$ cat src/rtl/pipe_hazard_ctrl.sv
// pipe_hazard_ctrl
//   Central sequencing controller for the 5-stage pipeline latches and PC.
//   It combines three stall/flush sources into per-latch enables and flushes:
//     - the data-memory req/ack handshake for the access in EX/MEM;
//     - load-use hazard detection between ID/EX and IF/ID;
//     - taken-branch flush.
//   It also keeps a sticky memory-timeout flag and a saturating count of
//   stall cycles.
//
// Ports
//   clk, rst             clock (rising edge), asynchronous active-low reset
//   mem_read_reg         load held in EX/MEM
//   mem_write_reg        store held in EX/MEM
//   ex_mem_read, ex_rt   load in ID/EX and its destination register
//   id_rs, id_rt         sources of the IF/ID instruction
//   id_uses_rt           IF/ID instruction reads rt
//   branch_taken         branch resolved taken in EX
//   dmem_ack             data memory completes its access this cycle
//   pc_en .. mem_wb_en   PC and latch enables
//   if_id_flush          load NOP into IF/ID
//   id_ex_flush          load bubble into ID/EX
//   dmem_req             data memory request (same-cycle, Mealy)
//   mem_busy             waiting for a memory acknowledge
//   mem_err              sticky memory-timeout flag
//   stall_count          saturating stall-cycle counter
module pipe_hazard_ctrl #(
  parameter int REG_W   = 5,
  parameter int TIMEOUT = 16,
  parameter int CNT_W   = 16
) (
  input  logic             clk,
  input  logic             rst,
  input  logic             mem_read_reg,
  input  logic             mem_write_reg,
  input  logic             ex_mem_read,
  input  logic [REG_W-1:0] ex_rt,
  input  logic [REG_W-1:0] id_rs,
  input  logic [REG_W-1:0] id_rt,
  input  logic             id_uses_rt,
  input  logic             branch_taken,
  input  logic             dmem_ack,
  output logic             pc_en,
  output logic             if_id_en,
  output logic             id_ex_en,
  output logic             ex_mem_en,
  output logic             mem_wb_en,
  output logic             if_id_flush,
  output logic             id_ex_flush,
  output logic             dmem_req,
  output logic             mem_busy,
  output logic             mem_err,
  output logic [CNT_W-1:0] stall_count
);

  localparam int TMR_W = (TIMEOUT > 2) ? $clog2(TIMEOUT) : 1;
  localparam logic [TMR_W-1:0] TMR_LAST = TMR_W'(TIMEOUT - 1);

  localparam logic [0:0] ST_IDLE = 1'b0;
  localparam logic [0:0] ST_WAIT = 1'b1;

  logic [0:0]       state;
  logic [0:0]       state_nxt;
  logic [TMR_W-1:0] timer;
  logic [TMR_W-1:0] timer_nxt;
  logic             err_set;

  logic access;
  logic in_wait;
  logic req_raw;
  logic timeout;
  logic done;
  logic freeze;
  logic hazard;
  logic stall;

  assign access  = mem_read_reg | mem_write_reg;
  assign in_wait = (state == ST_WAIT);
  assign req_raw = (~in_wait & access) | in_wait;
  assign timeout = in_wait & (timer == TMR_LAST);
  assign done    = dmem_ack | timeout;
  assign freeze  = req_raw & ~done;

  assign hazard = ex_mem_read & (ex_rt != '0) &
                  ((ex_rt == id_rs) | (id_uses_rt & (ex_rt == id_rt)));

  // A hazard coinciding with a taken branch costs no stall: the dependent
  // instruction is on the wrong path and gets flushed instead.
  assign stall = freeze | (hazard & ~branch_taken);

  assign dmem_req = rst & req_raw;
  assign mem_busy = in_wait;

  always_comb begin
    state_nxt = state;
    timer_nxt = timer;
    err_set   = 1'b0;
    case (state)
      ST_IDLE: begin
        if (access && !dmem_ack) begin
          state_nxt = ST_WAIT;
          timer_nxt = '0;
        end
      end
      ST_WAIT: begin
        if (dmem_ack) begin
          state_nxt = ST_IDLE;
          timer_nxt = '0;
        end else if (timeout) begin
          state_nxt = ST_IDLE;
          timer_nxt = '0;
          err_set   = 1'b1;
        end else begin
          timer_nxt = timer + 1'b1;
        end
      end
      default: begin
        state_nxt = ST_IDLE;
        timer_nxt = '0;
      end
    endcase
  end

  always_ff @(posedge clk or negedge rst) begin
    if (!rst) begin
      state <= ST_IDLE;
      timer <= '0;
    end else begin
      state <= state_nxt;
      timer <= timer_nxt;
    end
  end

  always_ff @(posedge clk or negedge rst) begin
    if (!rst) begin
      mem_err <= 1'b0;
    end else if (err_set) begin
      mem_err <= 1'b1;
    end
  end

  always_ff @(posedge clk or negedge rst) begin
    if (!rst) begin
      stall_count <= '0;
    end else if (stall && (stall_count != '1)) begin
      stall_count <= stall_count + 1'b1;
    end
  end

  // Enables and flushes are gated by rst so the pipeline is held while the
  // reset pin is low, not only after the next clock edge.
  always_comb begin
    pc_en       = 1'b0;
    if_id_en    = 1'b0;
    id_ex_en    = 1'b0;
    ex_mem_en   = 1'b0;
    mem_wb_en   = 1'b0;
    if_id_flush = 1'b0;
    id_ex_flush = 1'b0;
    if (rst) begin
      if (freeze) begin
        // Whole pipeline held; branch/hazard inputs remain stable meanwhile.
      end else if (branch_taken) begin
        pc_en       = 1'b1;
        if_id_en    = 1'b1;
        id_ex_en    = 1'b1;
        ex_mem_en   = 1'b1;
        mem_wb_en   = 1'b1;
        if_id_flush = 1'b1;
        id_ex_flush = 1'b1;
      end else if (hazard) begin
        id_ex_en    = 1'b1;
        ex_mem_en   = 1'b1;
        mem_wb_en   = 1'b1;
        id_ex_flush = 1'b1;
      end else begin
        pc_en     = 1'b1;
        if_id_en  = 1'b1;
        id_ex_en  = 1'b1;
        ex_mem_en = 1'b1;
        mem_wb_en = 1'b1;
      end
    end
  end

endmodule

$ cat config.mk
export PLATFORM = sky130hd
export DESIGN_NAME = pipe_hazard_ctrl
export DESIGN_NICKNAME = d
export VERILOG_FILES = /design/src/rtl/pipe_hazard_ctrl.sv
export SDC_FILE = /design/constraint.sdc
export NUM_CORES = 1
export LEC_CHECK = 0
export CORE_UTILIZATION = 39
export DETAILED_ROUTE_END_ITERATION = 8
export PLACE_DENSITY = 0.76
export SETUP_SLACK_MARGIN = 0.4
export SLEW_MARGIN = 5
export SYNTH_ARGS = -nofsm -noshare
export SYNTH_HDL_FRONTEND = slang
export SYNTH_SLANG_ARGS = --single-unit
$ cat constraint.sdc
create_clock -name clk -period 2.3 [get_ports clk]
set_clock_uncertainty 0.2 [all_clocks]
set_input_delay 0.46 -clock clk [delete_from_list [all_inputs] [get_ports clk]]
set_output_delay 0.46 -clock clk [all_outputs]
set_load 0.02 [all_outputs]
==> impl_summary.txt, run 1 <==
----------------------------------------------------
[Finish]
  Count of antenna diodes in the layout ... 0
  Nets ... 230
  Post-layout util ... 0.7419
  Share of layout cells above drive strength 1 ... 0.4559
  Final std cell area, no fill ... 2283 µm²
  Area Growth Syn to Fin ... 79.45%

[Global routing]
  First-pass GRT wire length ... 5.782 mm
  Total global-route track usage ... 0.2226
  Antenna violations before repair ... 0
  Total gr overflow ... 0
  Pin count of the biggest net entering global routing ... 16
  Via count of the first global-routing pass ... 1289

[Place]
  Sum of net half-perimeters after detailed placement ... 2.562 mm
  # port buffers ... 48
  Placed instance area ... 2037 µm²
  Gpl congestion ... between 0.7 and 0.8

[Timing]
  Final hold viol count ... 0
  Final critical-path setup slack ... -0.1740 ns
  Headroom to the max-slew limit ... 0.6402
  Part of the cycle the worst path needs ... 1.076
  Max Clk Rate ... 404.2 MHz
  Final Max Tran Viols ... 0
  Endpoints failing setup ... 7
  Worst-Margin Slew ... 0.5377 ns
  Setup repair after global routing missed its margin ... yes
  Tmin final ... 2.474 ns

[Die]
  Std-Cell Rows ... 20
  I/O pin count ... 49
  Width of the die ... 59.12 µm
  Vert. Die Dim ... just under 60 µm
  Initial standard-cell utilization of the core ... 0.4134
  Total core area ... slightly above 3000 µm²
  Die Outline Area ... ~3500 µm²

[Route]
  Average routed wire per standard cell ... 14.57 µm
  Antenna Violating Nets Remaining ... 0
  Total wire length ... 3.613 mm
  Via/cell ratio ... around 5.2
  Via count ... 1282
  Starting DRC count in detailed routing ... 32
  Total iterations of the first detailed-routing run ... 4
  Remaining DRCs ... 0

[Clock tree]
  Cts bufs inserted ... 3
  Max Buffers Root-to-Sink ... 2
  Clock tree from TritonCTS ... yes
  H-tree depth ... 1
  Reg clk slew, reported paths ... 0.12 ns
  Num Clock Sinks ... 22
  Insertion delay to the later sink of the worst-skew pair ... 0.31 ns
  Root buf cell ... sky130_fd_sc_hd__clkbuf_4

[Power]
  Leakage power ... 0.001121 µW
  Peak supply drop ... 292.1 µV
  Power density normalized to cell area ... 596.3 nW/µm²

[Status]
  Outcome ... complete, but fails checks
  Violated checks ... setup timing

[Critical path]
  Max incr delay on CP ... 0.41 ns
  Count of buffer and inverter cells on the critical path ... 1
  Signal arrival time at the worst endpoint ... 1.81 ns
  Cell-by-cell trace of the critical path ... ha_2, nand4_1, or3b_4, and2_4, o21a_2, buf_6
  Dominant delay contributor by cell family on the critical path ... simple AND/OR/NAND/NOR gates
  Nature of the critical path startpoint ... register
  Type of the worst setup path ... register to output pin
  Slowest cell on crit path ... sky130_fd_sc_hd__dfrtp_1
  Worst path required time ... 1.64 ns
  Setup crit end kind ... output pin
  Top fanout value on the critical path ... 5

[Synthesis]
  Number of flip-flops and latches in the synthesized netlist ... 22
  Portion of the post-synthesis area used by sequential elements ... 0.4326
  Post-Synthesis Net Count ... 150
  Synthesized area per cell ... a little over 10 µm²
  Post-synthesis instance area ... 1272 µm²
  Distinct cell type count of the synthesized netlist ... 33
  Mapped Cells ... 125
  Total number of yosys warnings ... 0

[Flow run]
  Number of violations of the max-capacitance limit ... 0

[Min path]
  Worst hold path class ... input pin to asynchronous set/reset pin

----------------------------------------------------
[where the power goes]
group	total, µW	internal [µW]	switching, µW
Clock	298	176	121
Combinational	522	271	251
Sequential	542	450	92.2
Total	1360	897	465
[cells in the final DEF, fill, tap and decap left out, types with 4 or more instances in the layout]
cell and count:
sky130_fd_sc_hd__and3_1 5, sky130_fd_sc_hd__buf_2 5, sky130_fd_sc_hd__buf_4 28, sky130_fd_sc_hd__buf_6 13
sky130_fd_sc_hd__clkdlybuf4s50_1 4, sky130_fd_sc_hd__dfrtp_1 22, sky130_fd_sc_hd__dlygate4sd2_1 25, sky130_fd_sc_hd__nand2_1 7
sky130_fd_sc_hd__nand3_1 5, sky130_fd_sc_hd__nand3_4 6, sky130_fd_sc_hd__nand4_1 6, sky130_fd_sc_hd__nor2_1 9
sky130_fd_sc_hd__xnor2_1 5, sky130_fd_sc_hd__xnor2_2 9, sky130_fd_sc_hd__xor2_1 10
[cell families (layout without fill, tap and decap cells)]
kind of cell / Yosys count / in the layout / synth area share
XOR/XNOR: 25 / 25 / 0.1721
AO/OA/AOI/OAI: 12 / 12 / 0.08260
adder cells (fa/ha/maj): 2 / 2 / 0.01966
multiplexers: 2 / 2 / 0.01770
AND/OR/NAND/NOR: 55 / 55 / 0.2370
buffers and inverters: 7 / 86 / 0.03835
flip-flops: 22 / 22 / 0.4326
[area by class of cell]
cell class,count,area [µm²]
fill,221,794.5
timing repair buffer,80,693.2
sequential,22,550.5
clock buffer,3,22.52
multi-input combinational,96,924.6
inverter,2,7.507
tap,44,55.05
clock inverter,1,30.03
[flip-flops by register name, indices dropped and copies added (netlist names)]
name,count
stall_count,16
mem_err,1
timer,4
mem_busy,1
[final timing paths]
path | from | end | slack (ns) | cells after the start
max | timer[0] | id_ex_flush | -0.17 | 6
min reg2reg | stall_count[15] | stall_count[15] | 0.31 | 1
min | rst | stall_count[3] | 0.07 | 2
max in group asynchronous | rst | stall_count[5] | 1.65 | 3
max reg2reg | timer[0] | stall_count[1] | 0.01 | 9
min in group clk | stall_count[15] | stall_count[15] | 0.31 | 1
[through the flow]
step | setup TNS (ns) | cells | power, µW | setup slack, ns | hold slack (ns)
2_1_floorplan | 0 | 125 | 786.7 | 0.03233 | -0.03559
3_3_place_gp | -12.69 | 237 | 1019 | -0.8159 | 0.2633
6_report | -0.8139 | 248 | 1362 | -0.1740 | 0.06803
5_1_grt | -1.534 | 248 | 1439 | -0.2459 | 0.06254
4_1_cts | -0.8602 | 248 | 1308 | -0.1797 | 0.05879
3_5_place_dp | -13.48 | 237 | 1039 | -0.8540 | 0.2876
[synthesized netlist by cell type]
| library cell | number | area, µm² |
|---|---|---|
| sky130_fd_sc_hd__nor3_1 | 3 | 15.01 |
| sky130_fd_sc_hd__xnor2_1 | 14 | 122.6 |
| sky130_fd_sc_hd__ha_1 | 2 | 25.02 |
| sky130_fd_sc_hd__o21ai_2 | 1 | 8.760 |
| sky130_fd_sc_hd__clkbuf_4 | 1 | 7.510 |
| sky130_fd_sc_hd__nor4_2 | 1 | 12.51 |
| sky130_fd_sc_hd__a21oi_1 | 1 | 5.000 |
| sky130_fd_sc_hd__mux2_1 | 2 | 22.52 |
| sky130_fd_sc_hd__nand3_1 | 14 | 70.07 |
| sky130_fd_sc_hd__o21ai_0 | 2 | 10.01 |
| sky130_fd_sc_hd__and3_1 | 6 | 37.54 |
| sky130_fd_sc_hd__nor2b_1 | 2 | 12.51 |
| sky130_fd_sc_hd__nand2_1 | 7 | 26.28 |
| sky130_fd_sc_hd__and2_1 | 1 | 6.260 |
| sky130_fd_sc_hd__inv_1 | 2 | 7.510 |
| sky130_fd_sc_hd__o21a_1 | 1 | 7.510 |
| sky130_fd_sc_hd__a32oi_1 | 1 | 8.760 |
| sky130_fd_sc_hd__or3b_2 | 1 | 8.760 |
| sky130_fd_sc_hd__nand2_2 | 1 | 6.260 |
| sky130_fd_sc_hd__buf_6 | 1 | 11.26 |
| sky130_fd_sc_hd__nand4_1 | 6 | 37.54 |
| sky130_fd_sc_hd__dfrtp_1 | 22 | 550.5 |
| sky130_fd_sc_hd__buf_4 | 3 | 22.52 |
| sky130_fd_sc_hd__nor3b_2 | 1 | 12.51 |
| sky130_fd_sc_hd__o31a_2 | 1 | 10.01 |
| sky130_fd_sc_hd__or4_2 | 1 | 8.760 |
| sky130_fd_sc_hd__o21bai_1 | 1 | 7.510 |
| sky130_fd_sc_hd__a22o_1 | 3 | 26.28 |
| sky130_fd_sc_hd__xor2_1 | 11 | 96.34 |
| sky130_fd_sc_hd__nor2_1 | 9 | 33.78 |
| sky130_fd_sc_hd__and3_2 | 1 | 7.510 |
| sky130_fd_sc_hd__nand2b_1 | 1 | 6.260 |
| sky130_fd_sc_hd__o31ai_4 | 1 | 21.27 |
[repair_timing]
action                     CTS  global route
cloned                       1             0
pin swaps                   23             5
hold buffers                 0             0
resized for setup          117            21
setup endpoints to repair   42            25
setup buffers                6             0
[routing by layer]
metal  vias up  GRT usage  part of all wire
met5         -          0                 0
met4         0    0.08503             0.025
met3         9    0.02620             0.045
met2        51     0.4318              0.56
met1       623     0.2441              0.37
li1        599          -                 -
[worst register-to-register path, stage by stage, from the launching register on]
cell and delay (ns):
sky130_fd_sc_hd__dfrtp_1 0.41, sky130_fd_sc_hd__ha_2 0.19, sky130_fd_sc_hd__nand4_1 0.09, sky130_fd_sc_hd__or3b_4 0.40, sky130_fd_sc_hd__buf_4 0.15, sky130_fd_sc_hd__buf_4 0.14, sky130_fd_sc_hd__o31ai_4 0.09, sky130_fd_sc_hd__buf_4 0.18
sky130_fd_sc_hd__nand2_2 0.06, sky130_fd_sc_hd__mux2_4 0.29
No activity file was read; power rests on OpenSTA's default activity.
==> inputs of run 2 (changes only) <==
--- a/config.mk
+++ b/config.mk
@@ -9,6 +9,7 @@
 export DETAILED_ROUTE_END_ITERATION = 8
 export PLACE_DENSITY = 0.76
 export SETUP_SLACK_MARGIN = 0.4
+export SKIP_CTS_REPAIR_TIMING = 1
 export SLEW_MARGIN = 5
 export SYNTH_ARGS = -nofsm -noshare
 export SYNTH_HDL_FRONTEND = slang
==> impl_summary.txt, run 2 (synthesized netlist as in run 1, its figures left out) <==
----------------------------------------------------
[Power]
  Power density normalized to cell area ... 586.6 nW/µm² (was 596.3 nW/µm²)
  Overall Power ... 1392 µW (was 1362 µW)
  Peak supply drop ... 270.4 µV (was 292.1 µV)
  Leakage power ... 0.001443 µW (was 0.001121 µW)

[Timing]
  Part of the cycle the worst path needs ... 1.088 (was 1.076)
  Setup repair after global routing missed its margin ... yes (unchanged)
  Final Max Tran Viols ... 0 (unchanged)
  Headroom to the max-slew limit ... 0.6435 (was 0.6402)
  Tmin final ... 2.501 ns (was 2.474 ns)
  Endpoints failing setup ... 7 (unchanged)
  Final hold viol count ... 0 (unchanged)
  Final critical-path setup slack ... -0.2013 ns (was -0.1740 ns)
  Max Clk Rate ... 399.8 MHz (was 404.2 MHz)
  Worst-Margin Slew ... 0.5328 ns (was 0.5377 ns)

[Finish]
  Combined flip-flop and latch cell area ... 551.8 µm² (was 550.5 µm²)
  Number of fill cells in the layout ... 203 (was 221)
  Biggest regs ... stall_count (16), timer (4) (unchanged)
  Area Growth Syn to Fin ... 86.53% (was 79.45%)
  Commonest non-fill, non-tap cells in the layout ... sky130_fd_sc_hd__dlymetal6s2s_1 (34), sky130_fd_sc_hd__buf_4 (25), sky130_fd_sc_hd__dfrtp_1 (21), sky130_fd_sc_hd__buf_6 (11) (was sky130_fd_sc_hd__buf_4 (28), sky130_fd_sc_hd__dlygate4sd2_1 (25), sky130_fd_sc_hd__dfrtp_1 (22), sky130_fd_sc_hd__buf_6 (13), sky130_fd_sc_hd__xor2_1 (10))
  Post-layout util ... 0.7711 (was 0.7419)
  Nets ... 227 (was 230)
  Final std cell area, no fill ... 2374 µm² (was 2283 µm²)
  Count of non-filler cells in the finished layout ... 245 (was 248)
  Number of flip-flops in the largest register ... 16 (unchanged)
  Share of layout cells above drive strength 1 ... 0.4179 (was 0.4559)
  Most common library cell in the layout ignoring fill and taps ... sky130_fd_sc_hd__dlymetal6s2s_1 (was sky130_fd_sc_hd__buf_4)
  Area taken by multi-input logic gates ... 914.6 µm² (was 924.6 µm²)
  Most flops, register ... stall_count (unchanged)
  Count of antenna diodes in the layout ... 0 (unchanged)

[Global routing]
  Via count of the first global-routing pass ... 1230 (was 1289)
  Pin count of the biggest net entering global routing ... 16 (unchanged)
  Total gr overflow ... 0 (unchanged)
  Total global-route track usage ... 0.2021 (was 0.2226)
  First-pass GRT wire length ... 5.319 mm (was 5.782 mm)
  Antenna violations before repair ... 0 (unchanged)

[Die]
  I/O pin count ... 49 (unchanged)
  Die Outline Area ... 3495 µm² (unchanged)
  Vert. Die Dim ... 59.12 µm (unchanged)
  Width of the die ... 59.12 µm (unchanged)
  Std-Cell Rows ... 20 (unchanged)
  Total core area ... 3078 µm² (unchanged)
  Initial standard-cell utilization of the core ... 0.4134 (unchanged)

[Route]
  Via count ... 1266 (was 1282)
  Via/cell ratio ... 5.167 (was 5.169)
  Highest metal used ... met4 (unchanged)
  Met3 WL ... 163 µm (was 161 µm)
  Antenna Violating Nets Remaining ... 0 (unchanged)
  Average routed wire per standard cell ... 14.90 µm (was 14.57 µm)
  Starting DRC count in detailed routing ... 38 (was 32)
  Met2 wire length ... 2.064 mm (was 2.029 mm)
  Remaining DRCs ... 0 (unchanged)
  Total iterations of the first detailed-routing run ... 4 (unchanged)
  Met1 routed wirelength after detailed routing ... 1.373 mm (was 1.331 mm)
  Total wire length ... 3.651 mm (was 3.613 mm)

[Clock tree]
  Num Clock Sinks ... 22 (unchanged)
  Insertion delay to the later sink of the worst-skew pair ... 0.32 ns (was 0.31 ns)
  Cts bufs inserted ... 3 (unchanged)
  Max Buffers Root-to-Sink ... 2 (unchanged)
  Root buf cell ... sky130_fd_sc_hd__clkbuf_4 (unchanged)
  Clock tree from TritonCTS ... yes (unchanged)
  Reg clk slew, reported paths ... 0.13 ns (was 0.12 ns)
  H-tree depth ... 1 (unchanged)

[Critical path]
  Reg2Reg Setup Slack ... 0.12 ns (was 0.01 ns)
  Critical path startpoint ... timer[0] (unchanged)
  Setup crit end kind ... output pin (unchanged)
  Timing endpoint of the critical path ... id_ex_flush (unchanged)
  Nature of the critical path startpoint ... register (unchanged)
  Top fanout value on the critical path ... 5 (unchanged)
  Worst path required time ... 1.64 ns (about the same)
  Worst Reg-to-Reg Cells ... 8 (was 9)
  Type of the worst setup path ... register to output pin (unchanged)
  RR Startpoint ... timer[0] (unchanged)
  Signal arrival time at the worst endpoint ... 1.84 ns (was 1.81 ns)
  Worst reg2reg path endpoint ... stall_count[1] (unchanged)

[Flow run]
  Number of violations of the max-capacitance limit ... 0 (unchanged)

[Status]
  Outcome ... complete, but fails checks (unchanged)
  Violated checks ... setup timing (unchanged)

[Place]
  # port buffers ... 48 (unchanged)
  Placed instance area ... 2037 µm² (unchanged)
  Placed Cells ... 237 (unchanged)
  Gpl congestion ... 0.7749 (unchanged)
  Sum of net half-perimeters after detailed placement ... 2.562 mm (unchanged)

[Min path]
  Worst hold path class ... input pin to asynchronous set/reset pin (unchanged)

----------------------------------------------------
run 2: cell count changes in the layout (fill, tap and decap cells not counted), sizes merged:
| cell | previous run | this run |
|---|---|---|
| clkbuf | 3 | 6 |
| dlymetal6s2s | 0 | 34 |
| buf | 46 | 36 |
| clkdlybuf4s15 | 5 | 0 |
| dlygate4sd2 | 25 | 0 |
run 2: through the flow:
stage,hold WS [ns],setup slack (ns),setup TNS [ns]
final,0.05267,-0.2013,-1.135
after CTS,0.3049,-0.8597,-8.018
after global placement,0.2633,-0.8159,-12.69
after floorplan,-0.03559,0.03233,0
after detailed placement,0.2876,-0.8540,-13.48
after global routing,0.06433,-0.2648,-1.701
run 2: report_power, final:
part	total (µW)	leakage (µW)	internal (µW)	switching, µW
Combinational	548	0.00113	298	250
Sequential	542	0.000289	450	92.7
Clock	302	0.0000279	176	126
run 2: layer usage:
metal,vias to the layer above,global-route usage
met2,52,0.3750
met5,-,0
met4,0,0.09184
met3,7,0.02838
li1,590,-
met1,617,0.2273
run 2: final cells by class:
type	count	share of cell area
multi-input cells	96	0.3853
repair buffers	77	0.3337
inverters	2	0.003163
well taps	44	0.02319
flip-flops and latches	22	0.2325
clock buffers	3	0.009489
clock inverters	1	0.01265
run 2: critical path: stages, from the launching register on:
cell                      delay, ns
sky130_fd_sc_hd__dfrtp_1       0.41
sky130_fd_sc_hd__ha_2          0.19
sky130_fd_sc_hd__nand4_1       0.09
sky130_fd_sc_hd__or3b_4        0.41
sky130_fd_sc_hd__and2_4        0.17
sky130_fd_sc_hd__o21a_2        0.12
sky130_fd_sc_hd__buf_6         0.13
run 2: worst min path at each step:
| stage | cells past startpoint | slack, ns | from | end |
|---|---|---|---|---|
| after detailed placement | 1 | 0.29 | stall_count[6] | stall_count[6] |
| after global placement | 1 | 0.26 | mem_err | mem_err |
| after global routing | 2 | 0.06 | rst | stall_count[3] |
| after floorplan | 0 | -0.04 | rst | mem_busy |
| final | 2 | 0.05 | rst | stall_count[3] |
| after CTS | 1 | 0.30 | stall_count[6] | stall_count[6] |
